===== config.mk =====
export PLATFORM = sky130hd
export DESIGN_NAME = qei_velocity_meter
export DESIGN_NICKNAME = d
export VERILOG_FILES = /design/src/rtl/qei_velocity_meter.sv
export SDC_FILE = /design/constraint.sdc
export NUM_CORES = 1
export LEC_CHECK = 0
export BUFFER_PORTS_ARGS = -buffer_cell sky130_fd_sc_hd__buf_2
export CAP_MARGIN = 10
export CORE_UTILIZATION = 60
export CTS_BUF_LIST = sky130_fd_sc_hd__clkbuf_16
export CTS_CLUSTER_DIAMETER = 150
export DETAILED_ROUTE_END_ITERATION = 10
export GPL_TIMING_DRIVEN = 0
export PLACE_DENSITY = 0.81
export SYNTH_ARGS = -nofsm -noshare
export SYNTH_HDL_FRONTEND = slang
export SYNTH_SLANG_ARGS = --single-unit

===== constraint.sdc =====
create_clock -name CLK -period 5.3 [get_ports CLK]
set_input_delay 1.06 -clock CLK [delete_from_list [all_inputs] [get_ports CLK]]
set_output_delay 1.06 -clock CLK [all_outputs]
set_load 0.01 [all_outputs]

===== src/rtl/qei_velocity_meter.sv =====
// Windowed velocity meter for one quadrature-decoder channel: counts per programmable window,
// saturated to VEL_W bits and sign-extended to 32, with clear-aware discard of dirty windows.
module qei_velocity_meter #(
  parameter int unsigned CNT_W = 32,
  parameter int unsigned VEL_W = 16
) (
  input  logic             CLK,
  input  logic             RST_n,
  input  logic             EN,
  input  logic [31:0]      WINDOW_Set,
  input  logic             QEI_CLEAR,
  input  logic [CNT_W-1:0] QEI_CNT,
  output logic [31:0]      VEL_Read,
  output logic             VEL_VALID,
  output logic [1:0]       VEL_STATUS
);

  localparam logic [0:0] StIdle = 1'b0;
  localparam logic [0:0] StRun  = 1'b1;

  localparam logic signed [CNT_W-1:0] VelMax = {{(CNT_W-VEL_W+1){1'b0}}, {(VEL_W-1){1'b1}}};
  localparam logic signed [CNT_W-1:0] VelMin = {{(CNT_W-VEL_W+1){1'b1}}, {(VEL_W-1){1'b0}}};

  logic [0:0]       state_q, state_d;
  logic [31:0]      timer_q, timer_d;
  logic [31:0]      win_len_q, win_len_d;
  logic [CNT_W-1:0] base_q, base_d;
  logic [CNT_W-1:0] raw_q, raw_d;
  logic             dirty_q, dirty_d;
  logic             pend_q, pend_d;
  logic             pend_dirty_q, pend_dirty_d;

  logic [31:0]      win_len_set;
  logic             close;
  logic             sat_hi, sat_lo;
  logic [VEL_W-1:0] vel_sat;

  assign win_len_set = (WINDOW_Set < 32'd2) ? 32'd2 : WINDOW_Set;
  assign close       = (state_q == StRun) && EN && (timer_q == win_len_q - 32'd1);

  always_comb begin
    state_d      = state_q;
    timer_d      = timer_q;
    win_len_d    = win_len_q;
    base_d       = base_q;
    raw_d        = raw_q;
    dirty_d      = dirty_q;
    pend_d       = 1'b0;
    pend_dirty_d = pend_dirty_q;
    case (state_q)
      StIdle: begin
        if (EN) begin
          state_d   = StRun;
          base_d    = QEI_CNT;
          timer_d   = '0;
          win_len_d = win_len_set;
          dirty_d   = 1'b0;
        end
      end
      StRun: begin
        if (!EN) begin
          // In-flight window is abandoned; nothing is issued.
          state_d = StIdle;
        end else if (close) begin
          raw_d        = QEI_CNT - base_q;
          base_d       = QEI_CNT;
          timer_d      = '0;
          win_len_d    = win_len_set;
          dirty_d      = 1'b0;
          pend_d       = 1'b1;
          pend_dirty_d = dirty_q | QEI_CLEAR;
        end else begin
          timer_d = timer_q + 32'd1;
          dirty_d = dirty_q | QEI_CLEAR;
        end
      end
      default: state_d = StIdle;
    endcase
  end

  assign sat_hi  = $signed(raw_q) > VelMax;
  assign sat_lo  = $signed(raw_q) < VelMin;
  assign vel_sat = sat_hi ? {1'b0, {(VEL_W-1){1'b1}}} :
                   sat_lo ? {1'b1, {(VEL_W-1){1'b0}}} : raw_q[VEL_W-1:0];

  always_ff @(posedge CLK or negedge RST_n) begin
    if (!RST_n) begin
      state_q      <= StIdle;
      timer_q      <= '0;
      win_len_q    <= '0;
      base_q       <= '0;
      raw_q        <= '0;
      dirty_q      <= 1'b0;
      pend_q       <= 1'b0;
      pend_dirty_q <= 1'b0;
      VEL_Read     <= '0;
      VEL_VALID    <= 1'b0;
      VEL_STATUS   <= '0;
    end else begin
      state_q      <= state_d;
      timer_q      <= timer_d;
      win_len_q    <= win_len_d;
      base_q       <= base_d;
      raw_q        <= raw_d;
      dirty_q      <= dirty_d;
      pend_q       <= pend_d;
      pend_dirty_q <= pend_dirty_d;
      VEL_VALID    <= pend_q & ~pend_dirty_q;
      // Result stage: a dirty window only flags the discard; saturation flag keeps its value.
      if (pend_q) begin
        if (!pend_dirty_q) begin
          VEL_Read   <= {{(32-VEL_W){vel_sat[VEL_W-1]}}, vel_sat};
          VEL_STATUS <= {1'b0, sat_hi | sat_lo};
        end else begin
          VEL_STATUS[1] <= 1'b1;
        end
      end
    end
  end

endmodule

==> out/results.tsv, run 1 <==
stage	metric	value	unit
route	Via-to-Cell Ratio	5.85	
clocking	Post-CTS Setup Bufs	0	
power	Max IR drop VDD	0.259	mV
route	Routed Antenna Nets	0	
grt	initial antenna violation count	2	
sta	Final min period	4.84	ns
sta	worst hold slack	0.485	ns
cells_and_area	fin area	10800	µm²
cells_and_area	commonest non-fill, non-tap cell in the layout	dfrtp_1	
grt	grt total ovfl	0	
floorplan	Initial Util	0.618	
floorplan	Rows	45	
status	status	finished, final reports clean	
power	total power	3.21	mW
yosys	Syn Inst Count	960	
route	DR WL met2	9920	µm
cells_and_area	most frequent cells in the layout	dfrtp_1 (151), buf_2 (107), nor2_1 (87)	
clocking	Sink Count	151	
power	PwrDens	297	nW/µm²
yosys	Post-Syn Area	9460	µm²
sta	period utilization	0.913	
critical_path	critical path peak fanout	10	
yosys	Seq/Total Area, Yosys	0.399	
grt	vias in the first global route	7136	
yosys	Yosys top cell area share	0.399	
cells_and_area	fin cells	1308	
clocking	TritonCTS Buffers	17	
critical_path	Slowest-stage cell, CP	or4_4	
floorplan	area of the core	15300	µm²
grt	largest net degree at the start of global routing	78	
critical_path	Worst Setup Path Type	flip-flop to flip-flop	
placement	cell count after placement	1274	
grt	global-route wire length before repair	35700	µm
clocking	Resized Gates After CTS	0	
sta	Worst slew margin	0.428	
floorplan	Die Ht	128	µm
clocking	CTS root buffer	clkbuf_16	
floorplan	die area	16300	µm²
clocking	TritonCTS clock tree	yes	
yosys	syn avg cell area	9.86	µm²
route	1st-pass router iterations	7	
route	Via Count	7647	
placement	gpl congestion	0.939	
yosys	FF+latch count, synth	151	
grt	gr usage total	0.281	
clocking	clk_lat worst skew	0.43	ns
worst_hold_path	worst hold-check path type	flip-flop to flip-flop	
floorplan	Die W	128	µm
route	DRC	0	
route	met1 WL	9730	µm
sta	fmax	207	MHz
critical_path	Arr. time, crit path	5.15	ns
sta	skew final	0.0126	ns
yosys	syn nets	1062	
sta	Setup violations, final	0	
clocking	CTS Hold Bufs	0	
critical_path	Crit. End Element	flip-flop	
floorplan	io pins	103	
yosys	YS warnings	0	
yosys	Post-synth EDFFs	0	
sta	max-slew violations	0	
clocking	H-tree levels	4	
sta	worst slew pin tran	0.850	ns
yosys	ys async rst share	1.00	
route	routed len/inst	16.5	µm
sta	RSZ-0062 raised after global routing	false	
yosys	post-synth top area cell	dfrtp_1	
power	Lkg Pwr	5.00	nW
cells_and_area	final core occ	0.707	
critical_path	CP Cell Sequence	inv_1 -> ha_1 -> or3b_2 -> clkbuf_1 -> or4_4 -> or3_1 -> o31ai_1 -> and2_1 -> nor4b_1 -> nand4_1 -> a21boi_1 -> buf_4 -> buf_6 -> mux2_2	
clocking	Clock transition at path regs	0.06	ns
route	Top Metal Used	met4	
placement	port buffer count	102	
critical_path	Data required, critical path	5.61	ns
yosys	Synth area leaders	dfrtp_1 (40%), xnor2_1 (5.8%), mux2_2 (5.4%)	
yosys	Netlist cell types	69	
route	initial DRC count	564	
placement	hpwl dp	16100	µm
cells_and_area	area grow syn2layout	14.4	%
critical_path	max incr delay on CP	0.56	ns
route	drt total wl	21500	µm
placement	placed instance area	10300	µm²
cells_and_area	share of cells above drive strength 1	0.226	
cells_and_area	Nets	1184	
yosys	Top FF cell, synth	dfrtp_1	
route	routed wl met3	1260	µm
sta	Final Hold Viols	0	
placement	worst slack at placement	0.554	ns
sta	Final WS setup	0.462	ns
critical_path	startpoint types	flip-flop	
clocking	Clock Path Buffers	2	
flow_run	Max Cap Viol	0	
sta	setup TNS	0	ns
-- synth_stat cells, types with 5 or more instances --
cell and instances:
a211oi_1 5, a21o_1 10, a21oi_1 31, a311oi_1 5, and2_1 8, and3_1 8, buf_2 6, buf_4 20
buf_6 7, clkbuf_1 20, dfrtp_1 151, ha_1 33, inv_1 47, mux2_1 20, mux2_2 45, mux2_4 26
mux2i_1 7, nand2_1 58, nand2b_1 11, nand3_1 23, nand4_1 24, nor2_1 87, nor2b_1 8, nor3_1 32
nor4_1 29, o21a_1 9, o21ai_0 43, o31ai_1 6, or3_1 8, or4_1 8, xnor2_1 63, xor2_1 37
-- final cells by class --
class	count	area, µm²
multi-input cells	709	5170
repair buffers	103	544
diodes	2	5.00
clock inverters	15	120
plain buffers	53	334
flip-flops and latches	151	3780
well taps	211	264
clock buffers	17	425
inverters	47	176
fillers	1183	4490
-- logic make-up after synthesis --
group | after synthesis | share of synthesized area
adders and majority gates | 34 | 0.0457
and+or+nand+nor | 325 | 0.177
DFF | 151 | 0.399
muxes | 98 | 0.126
buffers and inverters | 100 | 0.0539
AOI/OAI and AO/OA | 152 | 0.106
xor gates and xnor gates | 100 | 0.0925
-- power breakdown --
group,internal [mW],switching [mW]
registers,1.23,0.0677
logic,0.349,0.439
clock network,0.608,0.523
-- registers in the layout (all words and copies together), names as in the netlist --
name,count
state_q,1
win_len_q,32
timer_q,32
VEL_Read,16
dirty_q,1
pend_dirty_q,1
VEL_STATUS,2
VEL_VALID,1
raw_q,32
pend_q,1
base_q,32
-- worst paths after layout --
path	startpoint	to	slack [ns]	depth (start not counted)
setup / recovery	win_len_q[0]	win_len_q[10]	0.46	14
hold / removal	raw_q[0]	raw_q[0]	0.49	1
setup reg to reg	win_len_q[0]	win_len_q[10]	0.46	14
hold reg to reg	raw_q[0]	raw_q[0]	0.49	1
max in group asynchronous	RST_n	base_q[29]	3.86	2
min in group asynchronous	RST_n	timer_q[14]	0.64	1
-- per-layer routing --
layer / vias up / global-route usage
li1: 3664 / -
met1: 3687 / 0.382
met2: 258 / 0.451
met3: 38 / 0.0528
met4: 0 / 0.104
met5: - / 0
-- critical path: cells and delay by family (launching register included) --
kind / cells / cell delay [ns]
AO/OA/AOI/OAI: 2 / 0.89
adder cells (fa/ha/maj): 1 / 0.21
buffers and inverters: 4 / 0.78
flip-flops: 1 / 0.43
multiplexers: 1 / 0.35
AND/OR/NAND/NOR: 6 / 2.08
Power figures use the tool's default switching activity.
==> run 2, diff against run 1 <==
CORE_MARGIN = 10   (was not set)
CORE_UTILIZATION = 40   (was 60)
PLACE_DENSITY = not set   (was 0.81)
==> out/results.tsv, run 2 (same netlist as run 1, synthesis figures left out) <==
stage	metric	value	unit	change
critical_path	Worst Setup Path Type	flip-flop to flip-flop		unchanged
critical_path	R2R setup slack	0.23	ns	was 0.46 ns
sta	fmax	197	MHz	was 207 MHz
clocking	CTS root buffer	clkbuf_16		unchanged
floorplan	Die Ht	174	µm	was 128 µm
cells_and_area	area grow syn2layout	16.3	%	was 14.4%
critical_path	RR Startpoint	win_len_q[0]		unchanged
sta	Worst slew margin	0.446		was 0.428
cells_and_area	share of cells above drive strength 1	0.225		was 0.226
worst_hold_path	Hold Path End	raw_q[0]		unchanged
route	routed len/inst	17.0	µm	was 16.5 µm
cells_and_area	storage element area	3780	µm²	unchanged
critical_path	Reg2Reg Depth	14		unchanged
sta	setup TNS	0	ns	unchanged
sta	period utilization	0.956		was 0.913
power	Max IR drop VDD	0.172	mV	was 0.259 mV
placement	port buffer count	102		unchanged
floorplan	Die W	174	µm	was 128 µm
clocking	Sink Count	151		unchanged
critical_path	critical path peak fanout	10		unchanged
floorplan	Initial Util	0.404		was 0.618
cells_and_area	most frequent cells in the layout	dfrtp_1 (151), buf_2 (107), nor2_1 (87)		unchanged
cells_and_area	final core occ	0.470		was 0.707
power	PwrDens	304	nW/µm²	was 297 nW/µm²
sta	skew final	0.0135	ns	was 0.0126 ns
route	Via Count	7418		was 7647
clocking	Clock transition at path regs	0.06	ns	about the same
route	Via-to-Cell Ratio	5.25		was 5.85
floorplan	area of the core	23400	µm²	was 15300 µm²
route	DRC	0		unchanged
cells_and_area	Nets	1184		unchanged
route	1st-pass router iterations	5		was 7
grt	initial antenna violation count	2		unchanged
grt	grt total ovfl	0		unchanged
clocking	Resized Gates After CTS	0		unchanged
grt	vias in the first global route	7346		was 7136
flow_run	Max Cap Viol	0		unchanged
power	total power	3.34	mW	was 3.21 mW
placement	hpwl dp	18300	µm	was 16100 µm
sta	max-slew violations	0		unchanged
critical_path	Crit. End Element	flip-flop		unchanged
sta	Final Hold Viols	0		unchanged
sta	Final min period	5.07	ns	was 4.84 ns
grt	largest net degree at the start of global routing	95		was 78
sta	Setup violations, final	0		unchanged
clocking	TritonCTS Buffers	17		unchanged
floorplan	Rows	56		was 45
grt	global-route wire length before repair	39200	µm	was 35700 µm
cells_and_area	n_diodes	0		was 2
status	status	finished, final reports clean		unchanged
sta	RSZ-0062 raised after global routing	false		unchanged
clocking	Post-CTS Setup Bufs	0		unchanged
floorplan	io pins	103		unchanged
route	drt total wl	24000	µm	was 21500 µm
sta	worst slew pin tran	0.823	ns	was 0.850 ns
cells_and_area	fillers	2275		was 1183
power	Lkg Pwr	5.03	nW	was 5.00 nW
floorplan	die area	30200	µm²	was 16300 µm²
worst_hold_path	worst hold-check path type	flip-flop to flip-flop		unchanged
clocking	clk_lat worst skew	0.43	ns	about the same
clocking	CTS Hold Bufs	0		unchanged
cells_and_area	area of the multi-input gates	5170	µm²	unchanged
clocking	TritonCTS clock tree	yes		unchanged
placement	placed instance area	10400	µm²	was 10300 µm²
route	Routed Antenna Nets	0		unchanged
critical_path	reg2reg end	win_len_q[30]		was win_len_q[10]
worst_hold_path	worst hold stages	1		unchanged
critical_path	Arr. time, crit path	5.37	ns	was 5.15 ns
worst_hold_path	worst hold start	raw_q[0]		unchanged
grt	gr usage total	0.159		was 0.281
clocking	Clock Path Buffers	2		unchanged
critical_path	startpoint types	flip-flop		unchanged
cells_and_area	fin area	11000	µm²	was 10800 µm²
clocking	H-tree levels	4		unchanged
cells_and_area	commonest non-fill, non-tap cell in the layout	dfrtp_1		unchanged
placement	gpl congestion	0.861		was 0.939
critical_path	Data required, critical path	5.60	ns	was 5.61 ns
route	initial DRC count	538		was 564
-- run 2: cell types whose count changed in the layout (fill, tap and decap cells not counted) --
| cell | change |
|---|---|
| inv_6 | +1 |
| clkinv_4 | -2 |
| bufinv_16 | +3 |
| clkinv_2 | -2 |
| inv_1 | +2 |
| diode_2 | -2 |
| inv_8 | -2 |
-- run 2: where the power goes --
group	switching, mW	internal (mW)	leakage (nW)	total (mW)
logic	0.440	0.348	2.79	0.789
clock network	0.517	0.743	0.291	1.26
registers	0.0668	1.23	1.95	1.30
total	1.02	2.32	5.03	3.34
-- run 2: final cells by class --
cell class / instances / area share
Clock buffer: 17 / 0.0386
Inverter: 47 / 0.0160
Multi-Input combinational cell: 709 / 0.470
Buffer: 53 / 0.0303
Clock inverter: 15 / 0.0160
Tap cell: 319 / 0.0363
Timing Repair Buffer: 103 / 0.0494
Sequential cell: 151 / 0.343
-- run 2: how the worst max path moves through the flow --
stage | from | to | slack [ns]
global placement | win_len_q[0] | win_len_q[30] | 0.33
detailed placement | win_len_q[0] | win_len_q[30] | 0.29
floorplan | win_len_q[0] | win_len_q[10] | 1.40
CTS | win_len_q[0] | win_len_q[30] | 0.25
global route | win_len_q[0] | win_len_q[30] | 0.07
finish | win_len_q[0] | win_len_q[30] | 0.23
-- run 2: worst max-delay path: stages, from the launching register on --
cell and delay (ns):
dfrtp_1 0.44, inv_1 0.10, ha_1 0.20, or3b_2 0.45
clkbuf_1 0.19, or4_4 0.55, a2111oi_0 0.51, a21oi_1 0.09
o31ai_1 0.48, nor2b_1 0.20, nand4_1 0.32, a21boi_1 0.53
buf_4 0.32, buf_6 0.22, mux2_1 0.35
-- run 2: metrics by stage --
step           instances  setup slack, ns  hold WS, ns
2_1_floorplan        960             1.40        0.450
3_3_place_gp        1381            0.332        0.461
3_5_place_dp        1382            0.289        0.467
4_1_cts             1414            0.252        0.483
5_1_grt             1414           0.0674        0.516
6_report            1414            0.233        0.476
-- run 2: metal layers --
layer | global-route usage | routed length, µm | vias to the layer above
li1 | - | - | 3672
met1 | 0.213 | 11500 | 3550
met2 | 0.251 | 11000 | 168
met3 | 0.0390 | 1250 | 24
met4 | 0.0403 | 286 | 4
met5 | 0 | 22 | -
==> run 3, diff against run 2 <==
CORE_UTILIZATION = 56   (was 40)
PLACE_DENSITY = 0.77   (was not set)
SETUP_SLACK_MARGIN = 0.4   (was not set)
==> out/results.tsv, run 3 (same netlist as run 1, synthesis figures left out) <==
stage	metric	value	unit	change
placement	hpwl dp	17300	µm	was 18300 µm
route	Via Count	7661		was 7418
floorplan	die area	22500	µm²	was 30200 µm²
grt	global-route wire length before repair	37500	µm	was 39200 µm
clocking	Clock Path Buffers	2		unchanged
critical_path	R2R setup slack	0.52	ns	was 0.23 ns
grt	grt total ovfl	0		unchanged
worst_hold_path	Hold Path End	VEL_Read[7]		was raw_q[0]
flow_run	Max Cap Viol	0		unchanged
grt	largest net degree at the start of global routing	87		was 95
route	drt total wl	23200	µm	was 24000 µm
power	Lkg Pwr	5.02	nW	was 5.03 nW
floorplan	io pins	103		unchanged
clocking	Sink Count	151		unchanged
floorplan	Initial Util	0.571		was 0.404
critical_path	startpoint types	flip-flop		unchanged
worst_hold_path	worst hold stages	2		was 1
sta	Setup violations, final	0		unchanged
clocking	TritonCTS Buffers	17		unchanged
critical_path	Crit. End Element	flip-flop		unchanged
clocking	Clock transition at path regs	0.06	ns	about the same
sta	skew final	0.0123	ns	was 0.0135 ns
grt	vias in the first global route	7627		was 7346
route	Routed Antenna Nets	0		unchanged
cells_and_area	area grow syn2layout	15.0	%	was 16.3%
power	PwrDens	302	nW/µm²	was 304 nW/µm²
floorplan	Rows	47		was 56
cells_and_area	commonest non-fill, non-tap cell in the layout	dfrtp_1		unchanged
floorplan	Die Ht	150	µm	was 174 µm
critical_path	Reg2Reg Depth	14		unchanged
clocking	H-tree levels	4		unchanged
grt	gr usage total	0.207		was 0.159
status	status	finished, final reports clean		unchanged
cells_and_area	Nets	1186		was 1184
critical_path	RR Startpoint	win_len_q[0]		unchanged
route	Via-to-Cell Ratio	5.82		was 5.25
sta	fmax	209	MHz	was 197 MHz
sta	Worst slew margin	0.356		was 0.446
floorplan	Die W	150	µm	was 174 µm
sta	max-slew violations	0		unchanged
sta	RSZ-0062 raised after global routing	false		unchanged
route	1st-pass router iterations	5		unchanged
clocking	CTS Hold Bufs	0		unchanged
worst_hold_path	worst hold-check path type	flip-flop to flip-flop		unchanged
power	Max IR drop VDD	0.245	mV	was 0.172 mV
route	routed len/inst	17.6	µm	was 17.0 µm
critical_path	reg2reg end	win_len_q[12]		was win_len_q[30]
critical_path	critical path peak fanout	10		unchanged
cells_and_area	n_diodes	0		unchanged
critical_path	Data required, critical path	5.61	ns	was 5.60 ns
cells_and_area	share of cells above drive strength 1	0.228		was 0.225
sta	Final min period	4.78	ns	was 5.07 ns
placement	port buffer count	102		unchanged
critical_path	Arr. time, crit path	5.08	ns	was 5.37 ns
sta	setup TNS	0	ns	unchanged
critical_path	Worst Setup Path Type	flip-flop to flip-flop		unchanged
clocking	TritonCTS clock tree	yes		unchanged
placement	gpl congestion	0.943		was 0.861
cells_and_area	final core occ	0.656		was 0.470
worst_hold_path	worst hold start	VEL_Read[7]		was raw_q[0]
sta	worst slew pin tran	0.956	ns	was 0.823 ns
cells_and_area	most frequent cells in the layout	dfrtp_1 (151), buf_2 (107), nor2_1 (87)		unchanged
sta	Final Hold Viols	0		unchanged
route	initial DRC count	494		was 538
clocking	clk_lat worst skew	0.43	ns	about the same
grt	initial antenna violation count	0		was 2
sta	period utilization	0.901		was 0.956
floorplan	area of the core	16600	µm²	was 23400 µm²
clocking	CTS root buffer	clkbuf_16		unchanged
route	DRC	0		unchanged
==> run 3: worst max-delay path: stages (launching register included) <==
cell and delay (ns):
dfrtp_1 0.42, inv_1 0.10, ha_1 0.20, or3b_2 0.45, clkbuf_1 0.20, or4_4 0.56, or3_1 0.35, o31ai_2 0.38
and2_1 0.20, nor4b_1 0.31, nand4_1 0.33, a21boi_2 0.32, buf_4 0.26, buf_6 0.20, mux2_2 0.36
==> run 3: cell type report <==
class / count / area (µm²)
fill: 1328 / 5700
multi-input combinational: 709 / 5180
sequential: 151 / 3780
timing repair buffer: 105 / 559
clock buffer: 17 / 425
buffer: 53 / 334
tap: 220 / 275
inverter: 47 / 176
clock inverter: 15 / 154
==> run 3: routing by layer <==
metal  track usage  part of all wire
met3        0.0498             0.059
met5             0                 0
met1         0.265              0.44
met2         0.341              0.48
met4        0.0617             0.018
==> run 3: metrics by stage <==
stage / hold WS, ns / setup WS (ns) / cell area, µm² / power, mW / std cells
4_1_cts: 0.485 / 0.456 / 10900 / 3.30 / 1315
5_1_grt: 0.509 / 0.388 / 10900 / 3.46 / 1317
6_report: 0.480 / 0.523 / 10900 / 3.29 / 1317
2_1_floorplan: 0.450 / 1.40 / 9460 / 1.88 / 960
3_3_place_gp: 0.459 / 0.455 / 10200 / 2.07 / 1282
3_5_place_dp: 0.471 / 0.426 / 10300 / 2.10 / 1283
==> run 3: power by group <==
part | switching (mW) | leakage [nW] | internal [mW]
combinational | 0.448 | 2.80 | 0.350
sequential | 0.0680 | 1.95 | 1.23
clock | 0.504 | 0.278 | 0.694
total | 1.02 | 5.02 | 2.27
==> run 3: repair_timing <==
| item | CTS | global route |
|---|---|---|
| setup endpoints to repair | 14 | 90 |
| pin swaps | 0 | 2 |
| endpoints found under the hold margin | 0 | 0 |
| buffers inserted | 0 | 2 |
| gates resized for setup | 1 | 1 |
==> run 3: worst max path at each step <==
stage / start / end / cells past startpoint
floorplan: win_len_q[0] / win_len_q[10] / 14
global placement: win_len_q[0] / win_len_q[13] / 14
detailed placement: win_len_q[0] / win_len_q[10] / 14
CTS: win_len_q[0] / win_len_q[12] / 14
global route: win_len_q[0] / win_len_q[12] / 14
finish: win_len_q[0] / win_len_q[12] / 14
